<file path="src/rtl/vxe_vpu_prod_eu_rqctl.sv">
//==============================================================================
// Module   : vxe_vpu_prod_eu_rqctl
// Brief    : Two-vector fetch request controller; VXE_VPU_RQCTL_RR_EN selects
//            round-robin arbitration (default fixed priority, vector 0 wins).
// Revision : 1.0
//==============================================================================
`default_nettype none

module vxe_vpu_prod_eu_rqctl #(
    parameter int MAX_OUT = 8
) (
    input  logic        clk,
    input  logic        nrst,

    input  logic        i_start,
    input  logic [37:0] i_vaddr0,
    input  logic [37:0] i_vaddr1,
    input  logic [19:0] i_vlen0,
    input  logic [19:0] i_vlen1,
    output logic        o_busy,
    output logic        o_done,

    output logic [37:0] o_ag0_vaddr,
    output logic [19:0] o_ag0_vlen,
    output logic [37:0] o_ag1_vaddr,
    output logic [19:0] o_ag1_vlen,
    output logic        o_ag0_latch,
    output logic        o_ag0_incr,
    output logic        o_ag1_latch,
    output logic        o_ag1_incr,

    input  logic        i_ag0_valid,
    input  logic [36:0] i_ag0_addr,
    input  logic [1:0]  i_ag0_we_mask,
    input  logic        i_ag1_valid,
    input  logic [36:0] i_ag1_addr,
    input  logic [1:0]  i_ag1_we_mask,

    output logic        o_rqa_vld,
    input  logic        i_rqa_rdy,
    output logic [36:0] o_rqa_addr,
    output logic [1:0]  o_rqa_mask,
    output logic        o_rqa_tag,

    input  logic        i_rss_vld
);

    localparam logic [3:0] C_MAX_OUT = 4'(MAX_OUT);

    typedef enum logic [1:0] {
        ST_IDLE  = 2'd0,
        ST_LATCH = 2'd1,
        ST_RUN   = 2'd2,
        ST_DRAIN = 2'd3
    } state_t;

    state_t     r_state;
    logic [3:0] r_cnt;
    logic       r_lock;
    logic       r_lock_gnt;

    logic       w_gnt;
    logic       w_any_valid;
    logic       w_rqa_vld;
    logic       w_xfer;
    logic       w_dec;

    assign w_any_valid = i_ag0_valid | i_ag1_valid;

`ifdef VXE_VPU_RQCTL_RR_EN
    // Pointer names the vector that wins the next contended cycle.
    logic r_rr_ptr;

    always_comb begin
        w_gnt = ~i_ag0_valid;
        if (r_lock) begin
            w_gnt = r_lock_gnt;
        end else if (i_ag0_valid && i_ag1_valid) begin
            w_gnt = r_rr_ptr;
        end
    end

    always_ff @(posedge clk or negedge nrst) begin
        if (!nrst) begin
            r_rr_ptr <= 1'b0;
        end else if (w_xfer) begin
            r_rr_ptr <= ~w_gnt;
        end
    end
`else
    always_comb begin
        w_gnt = ~i_ag0_valid;
        if (r_lock) begin
            w_gnt = r_lock_gnt;
        end
    end
`endif

    // A stalled request keeps its grant, so fields hold until the handshake.
    assign w_rqa_vld = (r_state == ST_RUN) &
                       (r_lock | ((r_cnt < C_MAX_OUT) & w_any_valid));
    assign w_xfer    = w_rqa_vld & i_rqa_rdy;
    assign w_dec     = i_rss_vld & (r_cnt != 4'd0);

    assign o_rqa_vld  = w_rqa_vld;
    assign o_rqa_addr = w_gnt ? i_ag1_addr    : i_ag0_addr;
    assign o_rqa_mask = w_gnt ? i_ag1_we_mask : i_ag0_we_mask;
    assign o_rqa_tag  = w_gnt;

    assign o_ag0_incr  = w_xfer & ~w_gnt;
    assign o_ag1_incr  = w_xfer &  w_gnt;
    assign o_ag0_latch = (r_state == ST_LATCH);
    assign o_ag1_latch = (r_state == ST_LATCH);

    assign o_busy = (r_state != ST_IDLE);
    assign o_done = (r_state == ST_DRAIN) && (r_cnt == 4'd0);

    always_ff @(posedge clk or negedge nrst) begin
        if (!nrst) begin
            r_state     <= ST_IDLE;
            o_ag0_vaddr <= '0;
            o_ag0_vlen  <= '0;
            o_ag1_vaddr <= '0;
            o_ag1_vlen  <= '0;
        end else begin
            case (r_state)
                ST_IDLE: begin
                    if (i_start) begin
                        o_ag0_vaddr <= i_vaddr0;
                        o_ag0_vlen  <= i_vlen0;
                        o_ag1_vaddr <= i_vaddr1;
                        o_ag1_vlen  <= i_vlen1;
                        r_state     <= ST_LATCH;
                    end
                end
                ST_LATCH: begin
                    r_state <= ST_RUN;
                end
                ST_RUN: begin
                    if (!w_any_valid && !r_lock) begin
                        r_state <= ST_DRAIN;
                    end
                end
                ST_DRAIN: begin
                    if (r_cnt == 4'd0) begin
                        r_state <= ST_IDLE;
                    end
                end
                default: begin
                    r_state <= ST_IDLE;
                end
            endcase
        end
    end

    // Responses with nothing outstanding are dropped to prevent underflow.
    always_ff @(posedge clk or negedge nrst) begin
        if (!nrst) begin
            r_cnt      <= 4'd0;
            r_lock     <= 1'b0;
            r_lock_gnt <= 1'b0;
        end else begin
            r_cnt      <= r_cnt + {3'd0, w_xfer} - {3'd0, w_dec};
            r_lock     <= w_rqa_vld & ~i_rqa_rdy;
            r_lock_gnt <= w_gnt;
        end
    end

endmodule

`default_nettype wire

</file>
<file path="config.mk">
export PLATFORM = sky130hd
export DESIGN_NAME = vxe_vpu_prod_eu_rqctl
export DESIGN_NICKNAME = d
export VERILOG_FILES = /design/src/rtl/vxe_vpu_prod_eu_rqctl.sv
export SDC_FILE = /design/constraint.sdc
export NUM_CORES = 1
export LEC_CHECK = 0
export ABC_CLOCK_PERIOD_IN_PS = 2400
export BUFFER_PORTS_ARGS = -buffer_cell sky130_fd_sc_hd__buf_2
export CAP_MARGIN = 25
export CELL_PAD_IN_SITES_DETAIL_PLACEMENT = 1
export CELL_PAD_IN_SITES_GLOBAL_PLACEMENT = 1
export CORE_AREA = 3 3 141 143
export CTS_BUF_LIST = sky130_fd_sc_hd__clkbuf_8
export CTS_CLUSTER_DIAMETER = 50
export CTS_CLUSTER_SIZE = 30
export DETAILED_ROUTE_END_ITERATION = 6
export DIE_AREA = 0 0 144 146
export PLACE_DENSITY_LB_ADDON = 0.1
export SYNTH_ARGS = -nofsm -noshare
export SYNTH_HDL_FRONTEND = slang
export SYNTH_SLANG_ARGS = --single-unit
</file>
<file path="constraint.sdc">
create_clock -name clk -period 2.4 [get_ports clk]
set_clock_uncertainty 0.05 [all_clocks]
set_input_delay 0.48 -clock clk [delete_from_list [all_inputs] [get_ports clk]]
set_output_delay 0.48 -clock clk [all_outputs]
set_load 0.05 [all_outputs]
</file>
==> impl_metrics.yaml, run 1 <==
cells_and_area:
  final_core_util_pct: 44.07
  drive_gt1_share_pct: 78.66
  final_cells: 966
  nets: 930
  area_growth_syn_to_layout_pct: 55.00
  final_common_cell: "buf_2"
  mostFrequentLayoutCells: "320 x buf_2, 147 x mux2_2, 123 x dfrtp_1, 26 x buf_6, 20 x buf_4"
timing:
  fin_crit_ps: 2481
  rsz0062_at_grt: "true"
  hold_viol_final: 0
  setup_viol: 39
  finalWorstSetupSlack_ps: -81.47
  max_freq_mhz: 403.0
  period_share_pct: 103.4
  setup_tns_ps: -2132
  tightest_slew_ps: 675.4
  slew_violations: 0
  max_slew_margin_pct: 54.97
die:
  dieArea_mm2: 0.02102
  core_mm2: 0.01871
  start_util_pct: 28.43
  dieWidth_um: 144
  row_count: 50
  io_pins: 364
  chipHeight_um: 146
clock_tree:
  clk_pin_slew_ps: 90
  htree_levels: 4
  root_buffer: "clkbuf_8"
  cts_tree: "yes"
  clockBufferDepth: 2
  cts-buffers-inserted: 17
  clk-insertion-delay-late_ps: 440
  cts_sinks: 124
  cts_hold_buf: 0
yosys:
  netlist_area_mm2: 0.005319
  synthSimpleGateAreaFrac_pct: 0.7763
  synth_top_family_by_area: "multiplexers"
  ys_async_sr_fraction_pct: 100.0
  synth_ff_type: "dfrtp_1"
  ys_top_cells_by_area: "dfrtp_1 58%, mux2_2 32%, ha_1 2.4%"
  synth_compound_area_share_pct: 1.059
  synth-seq-area-share_pct: 58.34
  synth-adder-area-share_pct: 2.729
  synth_xor_area_share_pct: 0.3293
  synth_nets: 550
  synthMuxAreaShare_pct: 33.69
  syn_area_per_cell_um2: 15.74
  synth_edf_count: 0
  ys_ff_latch: 124
  syn_inst: 338
  ys.warnings.count: 0
  yosysUniqueCellTypes: 24
  synth_largest_area_cell: "dfrtp_1"
  synth_top_cell_area_share_pct: 58.34
power_and_ir_drop:
  peakVddDrop_v: 0.0007581
  power.leakage_uw: 0.004207
  p_total_uw: 13520
  p_per_area_mw_per_mm2: 1640
critical_path:
  start_kind: "flop"
  path_class: "flop to output pin"
  worstPathRequired_ps: 1870
  critPathLaunch: "r_lock"
  cp.arrival_ps: 1950
  r2r_start: "r_cnt[2]"
  cp-end-kind: "output pin"
  path_max_fanout: 10
  rr_worst_depth: 9
grt:
  grt_start_max_net_pins: 125
  grt_pass1_vias: 4798
  antenna_found_initial: 2
  grt_overflow: 0
  grt_pass1_wl_um: 27320
  grt_use_total_pct: 17.16
detailed_routing:
  postRouteAntennaNets: 0
  route.detailed.drc: 0
  vias: 4307
  first_pass_iters: 4
  drt-total-wl_um: 18720
  drt_iter0_drc: 70
  wl_per_cell_um: 19.38
  viasPerCell: 4.459
placement:
  placedCellCount: 924
  port-buffer-count: 363
  dp_hpwl_um: 14380
  place_ws_ps: 192.0
  place.gp.congestion: 0.7907
run_status:
  outcome: "finished with violations"
  violations: "negative setup slack"
job:
  drv_cap: 0
hold_path:
  min_path_type: "input pin to asynchronous set/reset pin"
-- registers in the layout (all words and copies together) (netlist names) --
name / cells
o_ag0_vaddr: 38
o_ag1_vaddr: 38
o_ag0_vlen: 20
o_ag1_vlen: 20
r_cnt: 4
r_state: 2
r_lock: 1
r_lock_gnt: 1
-- worst max-delay path, stage by stage, from the launching register on --
cell and delay, ps:
dfrtp_2 400, mux2i_4 290, buf_4 170, buf_16 130, mux2_2 340, buf_4 190
-- area by class of cell --
cell class | instances | area, um2
Fill cell | 2069 | 10460
Sequential cell | 124 | 3104
Timing Repair Buffer | 378 | 2275
Multi-Input combinational cell | 186 | 2111
Tap cell | 234 | 292.8
Clock buffer | 18 | 247.7
Clock inverter | 14 | 170.2
Inverter | 11 | 41.29
Antenna cell | 1 | 2.502
-- report_power, final --
group / internal (uW) / total [uW] / switching [uW]
logic: 2360 / 7890 / 5540
registers: 3160 / 3670 / 504
clock network: 991 / 1960 / 971
-- metrics by stage --
step           hold slack [ps]  area, um2
6_report                 79.00       8244
5_1_grt                  107.0       8244
4_1_cts                  91.34       8078
3_5_place_dp             437.8       7410
3_3_place_gp             432.4       7410
2_1_floorplan            134.4       5321
-- worst paths after layout --
path                                  endpoint  slack (ps)
min in group clk                        r_lock         160
worst max-delay path            o_rqa_addr[28]         -80
worst min-delay path            o_ag1_vlen[10]          80
max in group asynchronous               r_lock        1680
worst min register to register  o_ag0_vlen[16]         460
worst max register to register        r_cnt[2]         310
-- layer usage --
metal	track usage, %	part of all wire, %
met3	7.821	11
met1	16.81	33
met4	5.979	2.0
met2	31.35	53
met5	0	0.069
-- cells in the mapped netlist (all sizes together), types with 2 or more instances --
library cell and number:
mux2i 2, ha 10, buf 17, mux2 156
inv 11, nor2b 2, nor2 3, xor2 2
dfrtp 124
-- cell families after synthesis --
group / count (synthesis)
simple gates: 8
fa+ha+maj: 11
xor+xnor: 2
compound gates: 7
mux: 158
flops: 124
buf+inv: 28
-- timing repair --
action,CTS,global route
gates cloned,2,1
setup buffers,4,3
endpoints found under the setup margin,42,43
gates resized for setup,62,34
hold endpoints to repair,0,0
pin swaps,0,0
Note: power is estimated with default switching activity, not from simulation.
==> inputs of run 2 (changes only) <==
- ABC_AREA: not set -> 1
- CORE_AREA: 3 3 141 143 -> 3 3 139 141
- DIE_AREA: 0 0 144 146 -> 0 0 142 144
==> run 2 against run 1 <==
Against the previous run:
- the flow now finishes without violations
- first-iteration DRC count increased by 31%
- synthesized cell count rose by 28%
- design area is 2.7% lower
- worst setup slack improved by 200 ps
- hold slack improved by 87 ps
==> impl_metrics.yaml, run 2 <==
clock_tree:
  cts-buffers-inserted: 17
  cts_sinks: 124
  htree_levels: 4
  clk-insertion-delay-late_ps: 430
  clk_pin_slew_ps: 80
  cts_tree: "yes"
  root_buffer: "clkbuf_8"
  clockBufferDepth: 2
placement:
  place.gp.congestion: 0.7913
  dp_hpwl_um: 15040
  placed_cell_area_mm2: 0.007590
  port-buffer-count: 363
  placedCellCount: 1013
  place_ws_ps: 111.4
die:
  dieWidth_um: 142
  start_util_pct: 30.29
  dieArea_mm2: 0.02045
  core_mm2: 0.01809
  io_pins: 364
  chipHeight_um: 144
  row_count: 49
power_and_ir_drop:
  netSwitchingPower_uw: 7304
  pwr-share-clk_pct: 12.3
  swShare_pct: 53.48
  p_per_area_mw_per_mm2: 1702
  seqPwrFrac_pct: 27.1
  peakVddDrop_v: 0.0009597
  pwr-share-comb_pct: 60.6
  cellInternalPower_uw: 6355
  power.leakage_uw: 0.004426
yosys:
  netlist_area_mm2: 0.005478
  ys_top_cells_by_area: "dfrtp_1 57%, mux2_2 16%, mux2_4 11%"
  syn_inst: 432
  synthTopCellsByCount: "129 x nand2_1, 124 x dfrtp_1, 76 x mux2_2, 40 x mux2_4, 13 x buf_2"
  synth_nets: 644
  ys_async_sr_fraction_pct: 100.0
  ys_ff_latch: 124
  synth-seq-area-share_pct: 56.65
  ys.warnings.count: 0
  syn_area_per_cell_um2: 12.68
  yosysUniqueCellTypes: 21
  synth_most_common_cell: "nand2_1"
  synth_top_cell_area_share_pct: 56.65
  synth_largest_area_cell: "dfrtp_1"
  synth_ff_type: "dfrtp_1"
  synth_edf_count: 0
cells_and_area:
  largest_registers: "o_ag0_vaddr (38), o_ag1_vaddr (38)"
  nets: 1018
  postLayoutCellArea_mm2: 0.008025
  ff_latch_area_mm2: 0.003103
  area_growth_syn_to_layout_pct: 46.51
  final_core_util_pct: 44.37
  final_common_cell: "buf_2"
  mostFrequentLayoutCells: "350 x buf_2, 129 x nand2_1, 124 x dfrtp_1, 76 x mux2_2, 40 x mux2_4"
  drive_gt1_share_pct: 64.59
  fillers: 2085
  final_cells: 1049
  multiInputGateArea_mm2: 0.002207
timing:
  hold_viol_final: 0
  max_slew_margin_pct: 73.02
  setup_viol: 0
  finalWorstSetupSlack_ps: 115.4
  slew_violations: 0
  max_freq_mhz: 437.7
  fin_crit_ps: 2285
  period_share_pct: 95.19
  tightest_slew_ps: 404.7
  hold_ws_ps: 166.1
detailed_routing:
  first_pass_iters: 4
  drt_iter0_drc: 92
  drt-total-wl_um: 18970
  postRouteAntennaNets: 0
  viasPerCell: 4.469
  route.detailed.drc: 0
  wl_per_cell_um: 18.08
  vias: 4688
grt:
  use_met1_pct: 19.23
  grtUsageMet2_pct: 31.55
  antenna_found_initial: 2
  grt_pass1_vias: 5119
  grt_start_max_net_pins: 57
  grt_use_total_pct: 17.77
  grtUsageMet3_pct: 7.341
  busiest_layer: "met2"
  grt_pass1_wl_um: 28120
  grt_overflow: 0
critical_path:
  cp.arrival_ps: 1750
  cp-end-kind: "output pin"
  rr_worst_depth: 10
  start_kind: "flop"
  critPathLaunch: "r_state[0]"
  timing.rr.end: "r_cnt[2]"
  r2r_start: "r_state[0]"
  path_max_fanout: 4
  rrSetupSlack_ps: 160
  path_class: "flop to output pin"
  worstPathRequired_ps: 1870
  worstSetupEndpoint: "o_ag1_incr"
run_status:
  outcome: "completed"
job:
  drv_cap: 0
hold_path:
  min_path_type: "input pin to flop"
==> run 2: changes by cell type after synthesis, moves of 2 or more <==
cell	change
buf_2	+5
buf_4	-4
clkbuf_1	+2
mux2_2	-77
mux2_4	+37
nand2_1	+128
nand3_1	+3
nand4_1	+2
nor2_1	+3
nor2b_1	-2
or2_2	+2
==> run 2: kinds of logic (layout without fill, tap and decap cells) <==
logic type,after synthesis,count (layout),share of synthesized area (%)
other,0,1,0
muxes,116,116,26.59
xor gates and xnor gates,2,2,0.3198
and+or+nand+nor,143,143,10.10
buffers and inverters,33,420,3.312
adders and majority gates,11,11,2.650
AOI/OAI and AO/OA,3,3,0.3883
DFF,124,124,56.65
==> run 2: metal layers <==
layer  vias to the layer above  wire [um]  part of all wire (%)
met4                         4        407                   2.1
met2                       232       9649                    51
met3                        28       1841                   9.7
li1                       2163          -                     -
met1                      2261       7042                    37
met5                         -         25                  0.13
==> run 2: worst min path at each step <==
| stage | from | end | slack, ps | cells after the start |
|---|---|---|---|---|
| after floorplan | nrst | o_ag0_vaddr[0] | 130 | 0 |
| after global placement | nrst | o_ag1_vaddr[7] | 380 | 1 |
| after detailed placement | nrst | o_ag1_vaddr[7] | 390 | 1 |
| after CTS | i_rqa_rdy | r_lock | 130 | 2 |
| after global routing | i_rqa_rdy | r_lock | 130 | 2 |
| final | i_rqa_rdy | r_lock | 170 | 2 |
==> run 2: cell type report <==
class,count,area share (%)
Sequential cell,124,38.67
Clock buffer,17,2.915
Inverter,12,0.6080
Tap cell,229,3.570
Clock inverter,15,1.450
Antenna cell,1,0.03118
Multi-Input combinational cell,275,27.50
Timing Repair Buffer,376,25.26
==> run 2: through the flow <==
step,total power (uW),TNS (ps)
floorplan,9970,0
global placement,11850,0
detailed placement,12030,0
CTS,13800,0
global route,14390,-2.552
finish,13660,0
==> run 2: timing repair <==
item / in CTS / in global routing
hold endpoints to repair: 25 / 0
gates cloned: 0 / 0
setup endpoints to repair: 3 / 40
pin swaps: 0 / 0
setup buffers: 0 / 2
hold buffers: 1 / 0
resized for setup: 3 / 18
==> run 2: power groups by stage <==
stage	combinational, uW	clock (uW)	sequential (uW)
final	8280	1670	3710
after global routing	8670	1860	3850
after CTS	8320	1760	3720
after detailed placement	8290	0	3740
after global placement	8170	0	3670
after floorplan	2710	0	7260
==> run 2: critical path: stages (launching register included) <==
cell        delay, ps
dfrtp_1           420
inv_2              90
ha_1              180
nand3_1           140
clkinvlp_4        100
nand2_1            70
nor2_1            130
buf_6             180
==> inputs of run 3 (changes only) <==
- BUFFER_PORTS_ARGS: -buffer_cell sky130_fd_sc_hd__buf_2 -> not set
- CORE_AREA: 3 3 139 141 -> 3 3 141 143
- DIE_AREA: 0 0 142 144 -> 0 0 144 146
- DONT_BUFFER_PORTS: not set -> 1
==> run 3 against run 2 <==
Against the previous run:
- the run now ends with negative hold slack left
- largest cell class unchanged
- critical endpoint unchanged
- worst setup slack improved by 29 ps
- die area up 2.8%
- sequential power up 100%
==> impl_metrics.yaml, run 3 (same netlist as run 2, synthesis figures left out) <==
power_and_ir_drop:
  peakVddDrop_v: 0.0007819
  power.leakage_uw: 0.003163
  p_per_area_mw_per_mm2: 1946
  p_total_uw: 12650
detailed_routing:
  viasPerCell: 4.687
  drt-total-wl_um: 16140
  first_pass_iters: 4
  wl_per_cell_um: 22.17
  postRouteAntennaNets: 0
  drt_iter0_drc: 77
  route.detailed.drc: 0
  vias: 3412
clock_tree:
  cts_sinks: 124
  cts_tree: "yes"
  clockBufferDepth: 2
  root_buffer: "clkbuf_8"
  clk_pin_slew_ps: 90
  cts-buffers-inserted: 17
  clk-insertion-delay-late_ps: 430
  htree_levels: 4
placement:
  place.gp.congestion: 0.7391
  dp_hpwl_um: 12380
  port-buffer-count: 0
critical_path:
  timing.rr.end: "r_cnt[2]"
  r2r_start: "r_state[0]"
  start_kind: "flop"
  rr_worst_depth: 10
  cp-end-kind: "output pin"
  cp.arrival_ps: 1730
  path_max_fanout: 4
  worstPathRequired_ps: 1870
  path_class: "flop to output pin"
  rrSetupSlack_ps: 190
die:
  dieArea_mm2: 0.02102
  chipHeight_um: 146
  start_util_pct: 29.28
  dieWidth_um: 144
  core_mm2: 0.01871
  io_pins: 364
  row_count: 50
timing:
  tightest_slew_ps: 540.4
  hold_ws_ps: -325.1
  max_slew_margin_pct: 63.98
  rsz0062_at_grt: "true"
  max_freq_mhz: 443.4
  period_share_pct: 93.97
  slew_violations: 0
  fin_crit_ps: 2255
  hold_viol_final: 124
  setup_viol: 0
cells_and_area:
  drive_gt1_share_pct: 42.11
  largest_registers: "o_ag0_vaddr (38), o_ag1_vaddr (38)"
  area_growth_syn_to_layout_pct: 18.68
  final_common_cell: "nand2_1"
  mostFrequentLayoutCells: "129 x nand2_1, 124 x dfrtp_1, 76 x mux2_2, 43 x buf_4, 40 x mux2_4"
  final_core_util_pct: 34.76
  n_antenna_cell: 0
  nets: 693
job:
  drv_cap: 0
grt:
  grt_pass1_vias: 3850
  grt_overflow: 0
  grt_pass1_wl_um: 23120
  grt_use_total_pct: 14.70
  antenna_found_initial: 2
  grt_start_max_net_pins: 125
run_status:
  outcome: "finished with violations"
  violations: "negative hold slack"
hold_path:
  min_path_type: "input pin to asynchronous set/reset pin"
run 3: per-stage QoR:
stage | std cells | cell area [um2] | setup slack, ps | TNS [ps]
6_report | 728 | 6501 | 144.6 | 0
3_5_place_dp | 696 | 6072 | 62.67 | 0
3_3_place_gp | 696 | 6072 | 144.3 | 0
4_1_cts | 728 | 6467 | 14.50 | 0
2_1_floorplan | 432 | 5482 | 68.29 | 0
5_1_grt | 728 | 6501 | -12.82 | -41.11
run 3: how the worst max path moves through the flow:
stage,end,cells past startpoint,slack (ps),from
2_1_floorplan,r_cnt[2],10,70,r_state[0]
3_3_place_gp,r_cnt[2],10,140,r_state[0]
3_5_place_dp,r_cnt[2],10,60,r_state[0]
4_1_cts,o_ag0_incr,7,10,r_state[0]
5_1_grt,o_rqa_addr[25],7,-10,r_lock
6_report,o_ag1_incr,7,140,r_state[0]
run 3: cell type report:
class	instances	area [um2]
multi-input combinational	275	2227
timing repair buffer	51	442.9
tap	234	292.8
sequential	124	3103
clock buffer	17	234.0
fill	2034	12200
inverter	12	48.80
clock inverter	15	152.6
run 3: worst max-delay path, stage by stage (launching register included):
cell,delay (ps)
dfrtp_1,430
inv_2,110
ha_4,150
nand3_2,100
clkinvlp_4,80
nand2_1,90
nor2_1,150
buf_6,180
run 3: metal layers:
layer / vias to the layer above / track usage [%] / routed length, um
met3: 16 / 7.033 / 1889
met4: 4 / 4.944 / 224
met1: 1665 / 14.11 / 5185
met2: 212 / 27.05 / 8810
li1: 1515 / - / -
met5: - / 0 / 27
run 3: repair_timing:
action,4_1_cts,5_1_grt
endpoints found under the setup margin,2,24
setup buffers,0,0
hold endpoints to repair,124,124
resized for setup,2,9
pin swaps,0,1
run 3: report_power, final:
| group | internal, uW | leakage [uW] | total, uW | switching (uW) |
|---|---|---|---|---|
| Combinational | 1690 | 0.00151 | 3250 | 1560 |
| Sequential | 3100 | 0.00146 | 7570 | 4470 |
| Clock | 857 | 0.000190 | 1830 | 976 |
